<file path="src/rtl/alu.sv">
// RV32I integer ALU: ten register/immediate operations on 32-bit operands.
// Result and zero flag are combinational, with a registered copy of both.
module alu (
    input  logic        clk,
    input  logic        rst,
    input  logic [31:0] op1,
    input  logic [31:0] op2,
    input  logic [3:0]  ALUop,
    output logic [31:0] ALUresult,
    output logic        zero,
    output logic [31:0] ALUresult_q,
    output logic        zero_q
);

    localparam logic [3:0] OP_ADD  = 4'd0;
    localparam logic [3:0] OP_SUB  = 4'd1;
    localparam logic [3:0] OP_SLL  = 4'd2;
    localparam logic [3:0] OP_SLT  = 4'd3;
    localparam logic [3:0] OP_SLTU = 4'd4;
    localparam logic [3:0] OP_XOR  = 4'd5;
    localparam logic [3:0] OP_SRL  = 4'd6;
    localparam logic [3:0] OP_SRA  = 4'd7;
    localparam logic [3:0] OP_OR   = 4'd8;
    localparam logic [3:0] OP_AND  = 4'd9;

    // Only the low five bits of op2 form the shift amount; a shift of 32 acts as 0.
    logic [4:0]  w_shamt;
    logic [31:0] w_result;
    logic        w_zero;
    logic [31:0] r_result;
    logic        r_zero;

    assign w_shamt = op2[4:0];

    always_comb begin
        w_result = 32'h0;
        case (ALUop)
            OP_ADD:  w_result = op1 + op2;
            OP_SUB:  w_result = op1 - op2;
            OP_SLL:  w_result = op1 << w_shamt;
            OP_SLT:  w_result = {31'b0, $signed(op1) < $signed(op2)};
            OP_SLTU: w_result = {31'b0, op1 < op2};
            OP_XOR:  w_result = op1 ^ op2;
            OP_SRL:  w_result = op1 >> w_shamt;
            OP_SRA:  w_result = $unsigned($signed(op1) >>> w_shamt);
            OP_OR:   w_result = op1 | op2;
            OP_AND:  w_result = op1 & op2;
            default: w_result = 32'h0;
        endcase
    end

    assign w_zero    = (w_result == 32'h0);
    assign ALUresult = w_result;
    assign zero      = w_zero;

    // Reset clears only the registered copy; zero_q reads 0 during reset, not 1.
    always_ff @(posedge clk or posedge rst) begin
        if (rst) begin
            r_result <= 32'h0;
            r_zero   <= 1'b0;
        end else begin
            r_result <= w_result;
            r_zero   <= w_zero;
        end
    end

    assign ALUresult_q = r_result;
    assign zero_q      = r_zero;

endmodule

</file>
<file path="config.mk">
export PLATFORM = sky130hd
export DESIGN_NAME = alu
export DESIGN_NICKNAME = d
export VERILOG_FILES = /design/src/rtl/alu.sv
export SDC_FILE = /design/constraint.sdc
export NUM_CORES = 1
export LEC_CHECK = 0
export CAP_MARGIN = 15
export CELL_PAD_IN_SITES_DETAIL_PLACEMENT = 0
export CELL_PAD_IN_SITES_GLOBAL_PLACEMENT = 1
export CORE_UTILIZATION = 49
export DETAILED_ROUTE_END_ITERATION = 12
export DONT_BUFFER_PORTS = 1
export PLACE_DENSITY_LB_ADDON = 0.08
export SKIP_LAST_GASP = 1
export SLEW_MARGIN = 5
export SYNTH_ARGS = -nofsm -noshare
export SYNTH_HDL_FRONTEND = slang
export SYNTH_SLANG_ARGS = --single-unit
export TNS_END_PERCENT = 5
</file>
<file path="constraint.sdc">
create_clock -name clk -period 12.5 [get_ports clk]
set_input_delay 2.5 -clock clk [delete_from_list [all_inputs] [get_ports clk]]
set_output_delay 2.5 -clock clk [all_outputs]
set_load 0.05 [all_outputs]
</file>
### After elaboration in Yosys (flattened, before gate mapping)

Cells that the tools add are included.

| word-level totals | value |
|---|---|
| word-level logic and storage cells | 24 |
| register bits after elaboration | 33 |
| bits of input ports | 70 |

| cells by class | value |
|---|---|
| shift-type cells | 3 |
| order comparisons | 2 |
| eq/ne operators | 9 |
| reductions and logical operators | 2 |
| $add $sub $neg | 2 |
| mux-type cells | 1 |
| bitwise operators | 3 |

Operators with widths:

| cell | count |
|---|---|
| case mux 32 bit (10 select lines) | 1 |
| < comparator 32 bit | 2 |
| adder 32 bit | 1 |
| AND 32 bit | 1 |
| logical NOT 32 bit | 1 |
| OR 32 bit | 1 |
| << shifter 32 x 5 -> 32 bit | 1 |
| >> shifter 32 x 5 -> 32 bit | 1 |
| >>> shifter 32 x 5 -> 32 bit | 1 |
| subtractor 32 bit | 1 |
| XOR 32 bit | 1 |
| equality test 4 x 3 -> 1 bit (second input constant) | 4 |
| equality test 4 x 2 -> 1 bit (second input constant) | 2 |
| equality test 4 bit (second input constant) | 2 |
| equality test 4 x 1 -> 1 bit (second input constant) | 1 |
| logical NOT 4 bit | 1 |

### Depth between registers and ports, before layout

Gate-level depths: netlist of the first run.

| logic depth | value |
|---|---|
| word-level depth | 3 |
| gate-level depth with buffers | 18 |
| depth with buffers taken out | 14 |

### Worst setup path before layout of the first run

No wires, ideal clock.

| timing | value |
|---|---|
| kind | input-to-output |
| from | input port op2[2] |
| to | output port zero |
| path buffers | 4 |
| cell stages on the path | 17 |
| arrival | 8,963 ps |
| path slack | 1,037 ps |
| cells stage by stage | clkbuf_1 > inv_1 > clkbuf_1 > clkbuf_1 > buf_1 > ha_1 > or2_2 > a2111o_1 > nand3_1 > o221a_2 > o211ai_1 > or4_1 > or4b_1 > or4_1 > or4_1 > or4_1 > nor4_2 |

| between the ends | value |
|---|---|
| word-level cells in the longest chain between the ends | 3 |
| elaborated cells on any way between the ends | 12 |
| those cells by class | 2 x add/sub; 2 x order compare; 3 x shift; 1 x mux; 3 x bitwise; 1 x reduce/logical |

RTL lines:

| element | line | text |
|---|---|---|
| start, declared | 7 | `input logic [31:0] op2,` |
| subtractor 32 bit (tied with other cells) | 39 | `OP_SUB: w_result = op1 - op2;` |
| case mux 32 bit (10 select lines) * | 37 | `case (ALUop)` |
| via ALUresult[8] | 9 | `output logic [31:0] ALUresult,` |
| logical NOT 32 bit * | 52 | `assign w_zero = (w_result == 32'h0);` |
| end, declared | 10 | `output logic zero,` |

The timed path passes the listed nets; every way through them passes the cells marked *.

### Worst setup path in the final report of the first run

| timing | value |
|---|---|
| from | input port op2[1] |
| to | output port zero |

The elaborated chain is that of the path after synthesis.

==> qor.csv, run 1 <==
stage,metric,value,unit
critical_path,CP arrival,8.26,ns
synth,ys async rst share,100.0,%
layout,share of layout cells above drive strength 1,8.830,%
critical_path,Setup CP Type,in -> out,
timing,unrepaired setup endpoints after global routing,false,
timing,final hold vios,0,
cts,clk buf depth,2,
cts,post-CTS sizing,0,
hold_path,Worst Hold Class,in -> async,
floorplan,initial core utilization,50.68,%
cts,clk root buf,clkbuf_16,
flow_run,max_cap viols,0,
route,WL/cell,29.67,µm
power,Comb pwr share,60.2,%
power,Int Power,0.3465,mW
critical_path,Most Frequent Cell on Critical Path,or4_1,
cts,CTS tree,built,
timing,Slew Limit Fails,0,
synth,sequential element share of the synthesized area,8.238,%
timing,Worst-Margin Slew,1.123,ns
cts,post-CTS setup buffer count,0,
power,P_sw,0.4373,mW
critical_path,critical-path cell list,inv_1 -> buf_4 -> ha_1 -> nor2_1 -> o311ai_0 -> a21oi_1 -> o22ai_1 -> nand4_1 -> or4_1 -> or4b_1 -> or4_1 -> or4_1 -> or4_1 -> nor4_2 -> buf_4,
layout,final instance area,10370,µm²
route,Initial DRC Count,1695,
synth,synth unique cells,79,
global_route,wire length of the first global-routing pass,71500,µm
floorplan,Die Wd,145.0,µm
power,Clk pwr share,16.0,%
global_route,total congestion overflow,0,
synth,syn nets,1592,
global_route,Global Route Usage Sum,44.78,%
timing,period utilisation layout,86.06,%
timing,Total Neg Setup Slack,0,ns
global_route,antenna violations before repair,1,
synth,ys flop type,dfrtp_1,
power,Final Power,0.7838,mW
layout,nets@finish,1529,
global_route,vias in the first global route,11120,
synth,YS warnings,0,
layout,P&R area growth vs syn,3.407,%
layout,most frequent cells in the layout,"nor2_1 (147), nand2_1 (120), a21oi_1 (102), inv_1 (101), ha_1 (99)",
route,DRC viols,0,
floorplan,I/O Pins,136,
power,total power density per cell area,75.61,nW/µm²
synth,#FFs+latches synth,33,
place,final estimated routing congestion in global placement,1.047,
route,total number of vias,12040,
timing,fmax,92.96,MHz
synth,synthesized cell area,10020,µm²
critical_path,CP peak stage delay,0.77,ns
route,Final ANT Viol Nets,0,
cts,hold_buf cts,0,
power,P_leak,4.354,nW
critical_path,startpoint types,input pin,
layout,"commonest non-fill, non-tap cell in the layout",nor2_1,
timing,worst relative slew slack,25.16,%
route,first-pass detailed-route iteration total,6,
floorplan,FP Rows,51,
route,"wirelength, routed",48210,µm
place,Port Buf Inserts,0,
synth,"Avg Cell Area, Syn",7.055,µm²
floorplan,core footprint,19780,µm²
synth,Mapped Cells,1421,
cts,total CTS buffers,5,
cts,H-tree depth,2,
critical_path,Worst Path Max Fanout,55,
timing,endpoints failing setup,0,
critical_path,CP required,10.00,ns
power,Seq pwr share,23.8,%
run_status,status,"complete, no violations",
power,Max IR drop VDD,0.05742,mV
synth,number of synthesized flops with an enable pin,0,
route,via/cell ratio,7.408,
critical_path,Critical Path Sink Type,primary output,
cts,clk slew on worst S/H paths,0.06,ns
floorplan,die area,21030,µm²
power,switch share,55.80,%
cts,Num Clock Sinks,33,
place,Area after DPL,10220,µm²
critical_path,Critical-path top delay cell,o311ai_0,
global_route,pin count of the biggest net entering global routing,84,
place,hpwl dp,37330,µm
floorplan,Die H,145.0,µm
timing,clock period minus worst slack,10.76,ns
-- registers in the layout (all words and copies together), names as in the netlist --
| signal | flops |
|---|---|
| zero_q | 1 |
| ALUresult_q | 32 |
-- power by group through the flow --
stage | sequential [mW] | clock [mW] | combinational, mW
global placement | 0.189 | 0 | 0.455
finish | 0.187 | 0.125 | 0.472
detailed placement | 0.189 | 0 | 0.453
floorplan | 0.187 | 0 | 0.349
CTS | 0.187 | 0.124 | 0.456
global route | 0.188 | 0.130 | 0.498
-- layout make-up --
type                       count  area [µm²]
sequential                    33       825.8
fill                        2078        9415
inverter                     102       382.9
clock inverter                 3       17.52
tap                          265       331.6
multi-input combinational   1183        8433
antenna                        1       2.502
timing repair buffer          33       247.7
clock buffer                   5       125.1
-- critical path, delay by kind of cell --
family / cells / cell delay [ns]
AO/OA/AOI/OAI: 3 / 1.15
buffers and inverters: 3 / 0.49
AND/OR/NAND/NOR: 8 / 3.71
adder cells (fa/ha/maj): 1 / 0.40
-- path summary, 6_finish.rpt --
check / endpoint / cells past startpoint / start
worst max-delay path: zero / 15 / op2[1]
max in group asynchronous: ALUresult_q[3]$_DFF_PP0_ / 2 / rst
worst min-delay path: ALUresult_q[27]$_DFF_PP0_ / 2 / rst
min in group clk: ALUresult_q[10]$_DFF_PP0_ / 3 / op2[3]
-- cell families after synthesis --
family                   synth area share [%]
AO/OA/AOI/OAI                           33.34
AND/OR/NAND/NOR                         22.95
buffers and inverters                   7.975
multiplexers                            14.30
adder cells (fa/ha/maj)                 12.76
flip-flops                              8.238
XOR/XNOR                               0.4368
-- cell usage after synthesis (all sizes together), types with 5 or more instances --
library cell / number / area (µm²)
nor2: 147 / 551.8
nand2: 120 / 450.4
a21oi: 102 / 510.5
inv: 101 / 379.1
ha: 99 / 1239
o21ai: 84 / 420.4
clkbuf: 78 / 292.8
mux2i: 51 / 510.5
nor3: 38 / 190.2
o22ai: 38 / 237.7
mux2: 34 / 382.9
nand3: 34 / 170.2
dfrtp: 33 / 825.8
o211ai: 32 / 240.2
a211oi: 28 / 210.2
buf: 25 / 123.9
mux4: 24 / 540.5
a31oi: 22 / 137.6
a221oi: 20 / 175.2
a21o: 19 / 142.6
a22oi: 17 / 127.6
nand2b: 17 / 106.4
nor2b: 17 / 106.4
o221ai: 17 / 148.9
nand4: 16 / 100.1
nor4: 16 / 106.4
or4: 15 / 116.4
o21bai: 13 / 97.59
o31ai: 10 / 75.07
or3: 10 / 62.56
and2: 9 / 56.30
and3: 9 / 56.30
a211o: 8 / 70.07
o21a: 8 / 60.06
o2111ai: 7 / 61.31
o211a: 7 / 70.07
or2: 7 / 43.79
a21boi: 6 / 45.04
o22a: 6 / 52.55
a2111oi: 5 / 43.79
a41oi: 5 / 43.79
-- routing by layer --
metal	vias to the layer above	global-route usage, %	routed length (µm)	part of all wire, %
met4	0	24.89	2981	6.2
met5	-	0	0	0
met2	909	66.59	20300	42
met3	180	10.47	5833	12
li1	5218	-	-	-
met1	5731	59.31	19090	40
-- through the flow --
step	util [%]	setup slack, ns	instances	hold WS, ns
2_1_floorplan	-	1.037	1421	2.629
3_3_place_gp	51.67	1.956	1616	2.497
3_5_place_dp	51.67	1.859	1616	2.513
4_1_cts	52.39	1.843	1624	2.201
5_1_grt	52.40	1.600	1625	2.233
6_report	52.40	1.742	1625	2.189
Power figures use the tool's default switching activity.
==> run 2, diff against run 1 <==
--- a/config.mk
+++ b/config.mk
@@ -5,12 +5,14 @@
 export SDC_FILE = /design/constraint.sdc
 export NUM_CORES = 1
 export LEC_CHECK = 0
+export ABC_AREA = 1
 export CAP_MARGIN = 15
 export CELL_PAD_IN_SITES_DETAIL_PLACEMENT = 0
 export CELL_PAD_IN_SITES_GLOBAL_PLACEMENT = 1
-export CORE_UTILIZATION = 49
+export CORE_UTILIZATION = 44
 export DETAILED_ROUTE_END_ITERATION = 12
 export DONT_BUFFER_PORTS = 1
+export GPL_TIMING_DRIVEN = 0
 export PLACE_DENSITY_LB_ADDON = 0.08
 export SKIP_LAST_GASP = 1
 export SLEW_MARGIN = 5
==> qor.csv, run 2 <==
stage,metric,value,unit
run_status,status,"complete, no violations",
route,first-pass detailed-route iteration total,7,
global_route,pin count of the biggest net entering global routing,34,
critical_path,CP required,10.00,ns
place,Port Buf Inserts,0,
cts,H-tree depth,2,
global_route,total congestion overflow,0,
synth,Post-synth top cells,"nand2_1 (773), nand3_1 (386), inv_1 (297), nor2_1 (195), ha_1 (99)",
timing,Total Neg Setup Slack,0,ns
cts,post-CTS setup buffer count,0,
timing,clock period minus worst slack,10.61,ns
synth,#FFs+latches synth,33,
cts,clk buf depth,2,
route,DRC viols,0,
power,Max IR drop VDD,0.09403,mV
place,hpwl dp,50390,µm
layout,nets@finish,2368,
synth,ys async rst share,100.0,%
critical_path,Worst Path Max Fanout,11,
synth,Mapped Cells,2190,
layout,Ant. Diodes,0,
timing,Worst-Margin Slew,0.9474,ns
synth,number of synthesized flops with an enable pin,0,
timing,period utilisation layout,84.92,%
floorplan,die area,25750,µm²
floorplan,Die Wd,160.5,µm
route,Initial DRC Count,1788,
global_route,Global Route Usage Sum,46.14,%
route,via/cell ratio,5.998,
critical_path,startpoint types,input pin,
floorplan,core footprint,24460,µm²
timing,endpoints failing setup,0,
synth,leading cell type by number of instances after synthesis,nand2_1,
critical_path,Top Family by Delay on Critical Path,simple AND/OR/NAND/NOR gates,
layout,Reg area,825.8,µm²
hold_path,Worst Hold Class,in -> async,
synth,sequential element share of the synthesized area,7.474,%
synth,Synth area leaders,"nand2_1 (26%), nand3_1 (17%), ha_1 (11%)",
cts,Num Clock Sinks,33,
floorplan,initial core utilization,45.17,%
layout,area of the multi-input gates,8586,µm²
critical_path,CP arrival,8.11,ns
synth,synth unique cells,41,
route,Final ANT Viol Nets,0,
critical_path,Critical Path Sink Type,primary output,
timing,unrepaired setup endpoints after global routing,false,
critical_path,Setup CP Type,in -> out,
layout,share of layout cells above drive strength 1,4.322,%
layout,most frequent cells in the layout,"nand2_1 (773), nand3_1 (386), inv_1 (296), nor2_1 (195), ha_1 (99)",
critical_path,"Buf+Inv Stages, Crit Path",5,
cts,clk slew on worst S/H paths,0.06,ns
cts,total CTS buffers,5,
timing,post-route setup slack,1.885,ns
layout,post-route insts no fill,2522,
critical_path,Critical-path top delay cell,nor2_1,
place,final estimated routing congestion in global placement,1.099,
synth,ys flop type,dfrtp_1,
layout,P&R area growth vs syn,5.232,%
timing,worst relative slew slack,36.60,%
global_route,antenna violations before repair,1,
synth,syn nets,2361,
cts,CTS tree,built,
synth,top cell type by total area after synthesis,nand2_1,
synth,synthesized cell area,11050,µm²
synth,YS warnings,0,
synth,top cell type's share of synthesized area,26.26,%
layout,fill cell count,2836,
synth,"Avg Cell Area, Syn",5.045,µm²
floorplan,I/O Pins,136,
cts,clk root buf,clkbuf_16,
floorplan,Die H,160.5,µm
timing,final hold vios,0,
global_route,wire length of the first global-routing pass,88400,µm
critical_path,CP peak stage delay,0.74,ns
layout,"commonest non-fill, non-tap cell in the layout",nand2_1,
cts,post-CTS sizing,0,
place,Place WS,2.102,ns
route,"wirelength, routed",60460,µm
critical_path,Most Frequent Cell on Critical Path,nand2_1,
power,total power density per cell area,71.01,nW/µm²
place,placed insts,2514,
timing,fmax,94.21,MHz
critical_path,critical-path cell list,clkbuf_1 -> inv_1 -> clkbuf_1 -> buf_1 -> ha_1 -> buf_2 -> nor2_1 -> nand3_1 -> nand3_1 -> nand2_1 -> nand2_1 -> nand2_1 -> nand3_1 -> nand2_1 -> nor2_1 -> nand3_1 -> nor2_1 -> nand2_1 -> nor2_1 -> nand2_1 -> nor2_1,
cts,hold_buf cts,0,
route,total number of vias,15130,
power,P_leak,6.695,nW
route,WL/cell,23.97,µm
timing,Slew Limit Fails,0,
global_route,vias in the first global route,14300,
flow_run,max_cap viols,0,
floorplan,FP Rows,57,
layout,max reg flops,32,
## run 2: cell count changes after synthesis, moves of 51 or more
cell / change
inv_1: +196
nand3_1: +352
clkbuf_1: -61
nand2_1: +653
mux2i_1: -51
## run 2: final cells by class
type | count | share of cell area, %
clock inverters | 1 | 0.2583
plain buffers | 94 | 4.078
clock buffers | 7 | 1.227
multi-input cells | 1753 | 73.84
well taps | 324 | 3.486
flip-flops and latches | 33 | 7.102
inverters | 310 | 10.01
## run 2: per-layer routing
layer	up-vias	GRT usage (%)	part of all wire [%]
li1	7006	-	-
met1	6885	54.27	36
met2	990	76.19	45
met3	243	9.917	11
met4	2	29.05	7.7
met5	-	0	0.030
## run 2: path summary, 6_finish.rpt
path	startpoint	slack, ns	end	depth (start not counted)
min in group clk	ALUop[2]	2.89	ALUresult_q[0]$_DFF_PP0_	3
max in group asynchronous	rst	9.81	ALUresult_q[5]$_DFF_PP0_	1
min	rst	2.22	ALUresult_q[13]$_DFF_PP0_	1
max	op2[4]	1.89	zero	21
## run 2: where the power goes
group          switching [mW]  internal [mW]  total, mW
Sequential             0.0510          0.119      0.170
Clock                  0.0453         0.0995      0.145
Combinational           0.387          0.124      0.511
## run 2: logic make-up after synthesis
logic type      share of synthesized area [%]
fa+ha+maj                               11.57
simple gates                            55.14
xor+xnor                               0.3170
flops                                   7.474
buf+inv                                 14.82
compound gates                          10.68
## run 2: metrics by stage
stage                     hold slack, ns  power [mW]  util [%]  cell area (µm²)
after detailed placement           2.774      0.6620     46.83            11450
after global routing               2.279      0.8690     47.53            11630
after CTS                          2.487      0.8068     47.53            11630
after global placement             2.696      0.6594     46.83            11450
after floorplan                    2.629      0.5191         -            11050
final                              2.224      0.8256     47.53            11630
==> variant, RTL diff (settings of run 1) <==
Put a register stage on the outputs `ALUresult` and `zero`, without a reset. The values now appear one clock later. The other outputs are not delayed to match. Comments in the files are not updated.
--- a/src/rtl/alu.sv
+++ b/src/rtl/alu.sv
@@ -51,6 +51,8 @@
 
     assign w_zero    = (w_result == 32'h0);
-    assign ALUresult = w_result;
-    assign zero      = w_zero;
+    always_ff @(posedge clk) begin
+        ALUresult <= w_result;
+        zero      <= w_zero;
+    end
 
     // Reset clears only the registered copy; zero_q reads 0 during reset, not 1.
Check against the original RTL: not equivalent (Yosys sat finds a counterexample within 4 cycles, from zero or initial values and one cycle with rst high).
==> variant against run 1 <==
Setup slack gained 3200 ps. Routed wire length rose by 5.3%. Sequential cell count grew 33. Synthesized area increased by 6.6%. Cell area increased by 7.1%. Via count is 2.2% higher. Die area up 6.5%. Total power grew 34%. Non-clock buffer count fell by 16. Fmax is 42% higher. Largest cell class unchanged. Largest power group unchanged.
==> variant: results (changes against run 1) <==
metric,value,unit,change
status,finished clean,,
comb_multi_in,1183,,unchanged
DP Wirelength,38.6,mm,+3.4%
Setup crit end,zero_q,,
static leakage,4.64,nW,+6.6%
total placed instance area,10800,um2,+5.4%
"Distinct cells, synth",80,,+1.3%
Root Buffer,clkbuf_16,,
GRT met2 Usage,65.5,%,-1.1 points
multi-input combinational area share,76.0,%,-5.4 points
met3 Track Usage GR,12.6,%,+2.1 points
worst-path maximum fanout,44,,-20%
vias in the first global route,11200,,+1.1%
NumNets Final,1550,,+1.4%
global-route wire length before repair,74.6,mm,+4.3%
# fillers,2171,,+4.5%
via/cell ratio,7.41,,about the same
CTS Hold Bufs,0,,unchanged
Max H-tree Level,3,,+1
ys flop type,dfxtp_1,,
sequential fraction of the synthesis area,13.9,%,+5.7 points
initial DRC count,1797,,+6.0%
clock buffer depth,2,,unchanged
crit path from,op2[4],,
post-CTS setup repair buffer count,0,,unchanged
antenna violations before repair,2,,+1
Die Wd,150,um,+3.2%
GPL Wtd Cong,1.03,,-1.3%
non-clk buf share,1.15,%,-1.2 points
slew margin rel.,21.9,%,-3.3 points
Final Cell Area,11100,um2,+7.1%
pin count of the biggest net entering global routing,84,,unchanged
Worst VDD drop,65.4,uV,+14%
Seq. cell area,1490,um2,+80%
clk sinks,66,,+100%
type of destination of the critical path,register,,
GRT Overall Usage,45.0,%,+0.23 points
"top cells by count, synth","147 x nor2_1, 120 x nand2_1, 102 x a21oi_1, 101 x inv_1, 99 x ha_1",,
"EDFF count, synth",0,,unchanged
nonclk buf count,17,,-48%
Clock buf/inv share,2.93,%,+1.6 points
Post-synth ARST share,50.0,%,-50 points
met1 Track Usage GR,61.8,%,+2.5 points
drt wl/cell,30.6,um,+3.1%
synth warn,0,,unchanged
Clock transition at path regs,60,ps,about the same
CTS-repair resized insts,0,,unchanged
proportion of layout cells with a drive suffix above 1,8.09,%,-0.74 points
Num CTS Buffers,9,,+4
drt pass-1 iters,6,,unchanged
top post-synthesis cells by area,"ha_1 12%, dfrtp_1 7.7%, dfxtp_1 6.2%",,
port bufs,0,,unchanged
# diodes,0,,-1
Signal inverters,102,,unchanged
Critical Path AT,7780,ps,-480 ps
## variant: cell types whose count changed after synthesis
cell / run 1 / this run
dfxtp_1: 0 / 33
## variant: logic make-up (layout without fill, tap and decap cells)
group,count (synthesis),after routing,synth area share (%)
and+or+nand+nor,475,475,21.5
muxes,109,109,13.4
adders and majority gates,101,101,12.0
xor gates and xnor gates,5,5,0.410
AOI/OAI and AO/OA,493,493,31.3
buffers and inverters,205,135,7.48
DFF,66,66,13.9
## variant: worst min path at each step
stage                     from               to  slack (ps)  cells past startpoint
after floorplan            rst   ALUresult_q[0]        2630                      1
after global placement     rst  ALUresult_q[30]        2340                      1
after detailed placement   rst  ALUresult_q[30]        2340                      1
after CTS                  rst  ALUresult_q[27]        2000                      1
after global routing       rst  ALUresult_q[28]        2020                      1
final                      rst  ALUresult_q[27]        2000                      1
## variant: power by group
part,total (W),leakage (nW),switching (W),internal [W]
clock network,0.000270,0.160,0.0000935,0.000176
registers,0.000372,0.685,0.000128,0.000244
logic,0.000408,3.80,0.000266,0.000142
total,0.00105,4.64,0.000488,0.000562
## variant: through the flow
stage	setup slack (ps)	instances	hold WS, ps	power, W
floorplan	4690	1454	2630	0.000661
global placement	4750	1643	2340	0.000763
detailed placement	4710	1643	2340	0.000763
CTS	5020	1659	2000	0.00104
global route	4670	1659	2020	0.00109
finish	4940	1659	2000	0.00105
## variant: routing by layer
| layer | vias up | part of all wire, % |
|---|---|---|
| li1 | 5303 | - |
| met1 | 5821 | 40 |
| met2 | 1014 | 42 |
| met3 | 158 | 14 |
| met4 | 4 | 4.3 |
| met5 | - | 0.051 |
## variant: critical path, stage by stage
cell,delay [ps]
clkinv_1,530
ha_1,680
a2111o_1,390
a31o_2,290
o31ai_1,470
nand4_1,270
a31oi_1,410
o221ai_1,330
or4_1,610
or4_1,510
or4_1,520
nor4_2,260
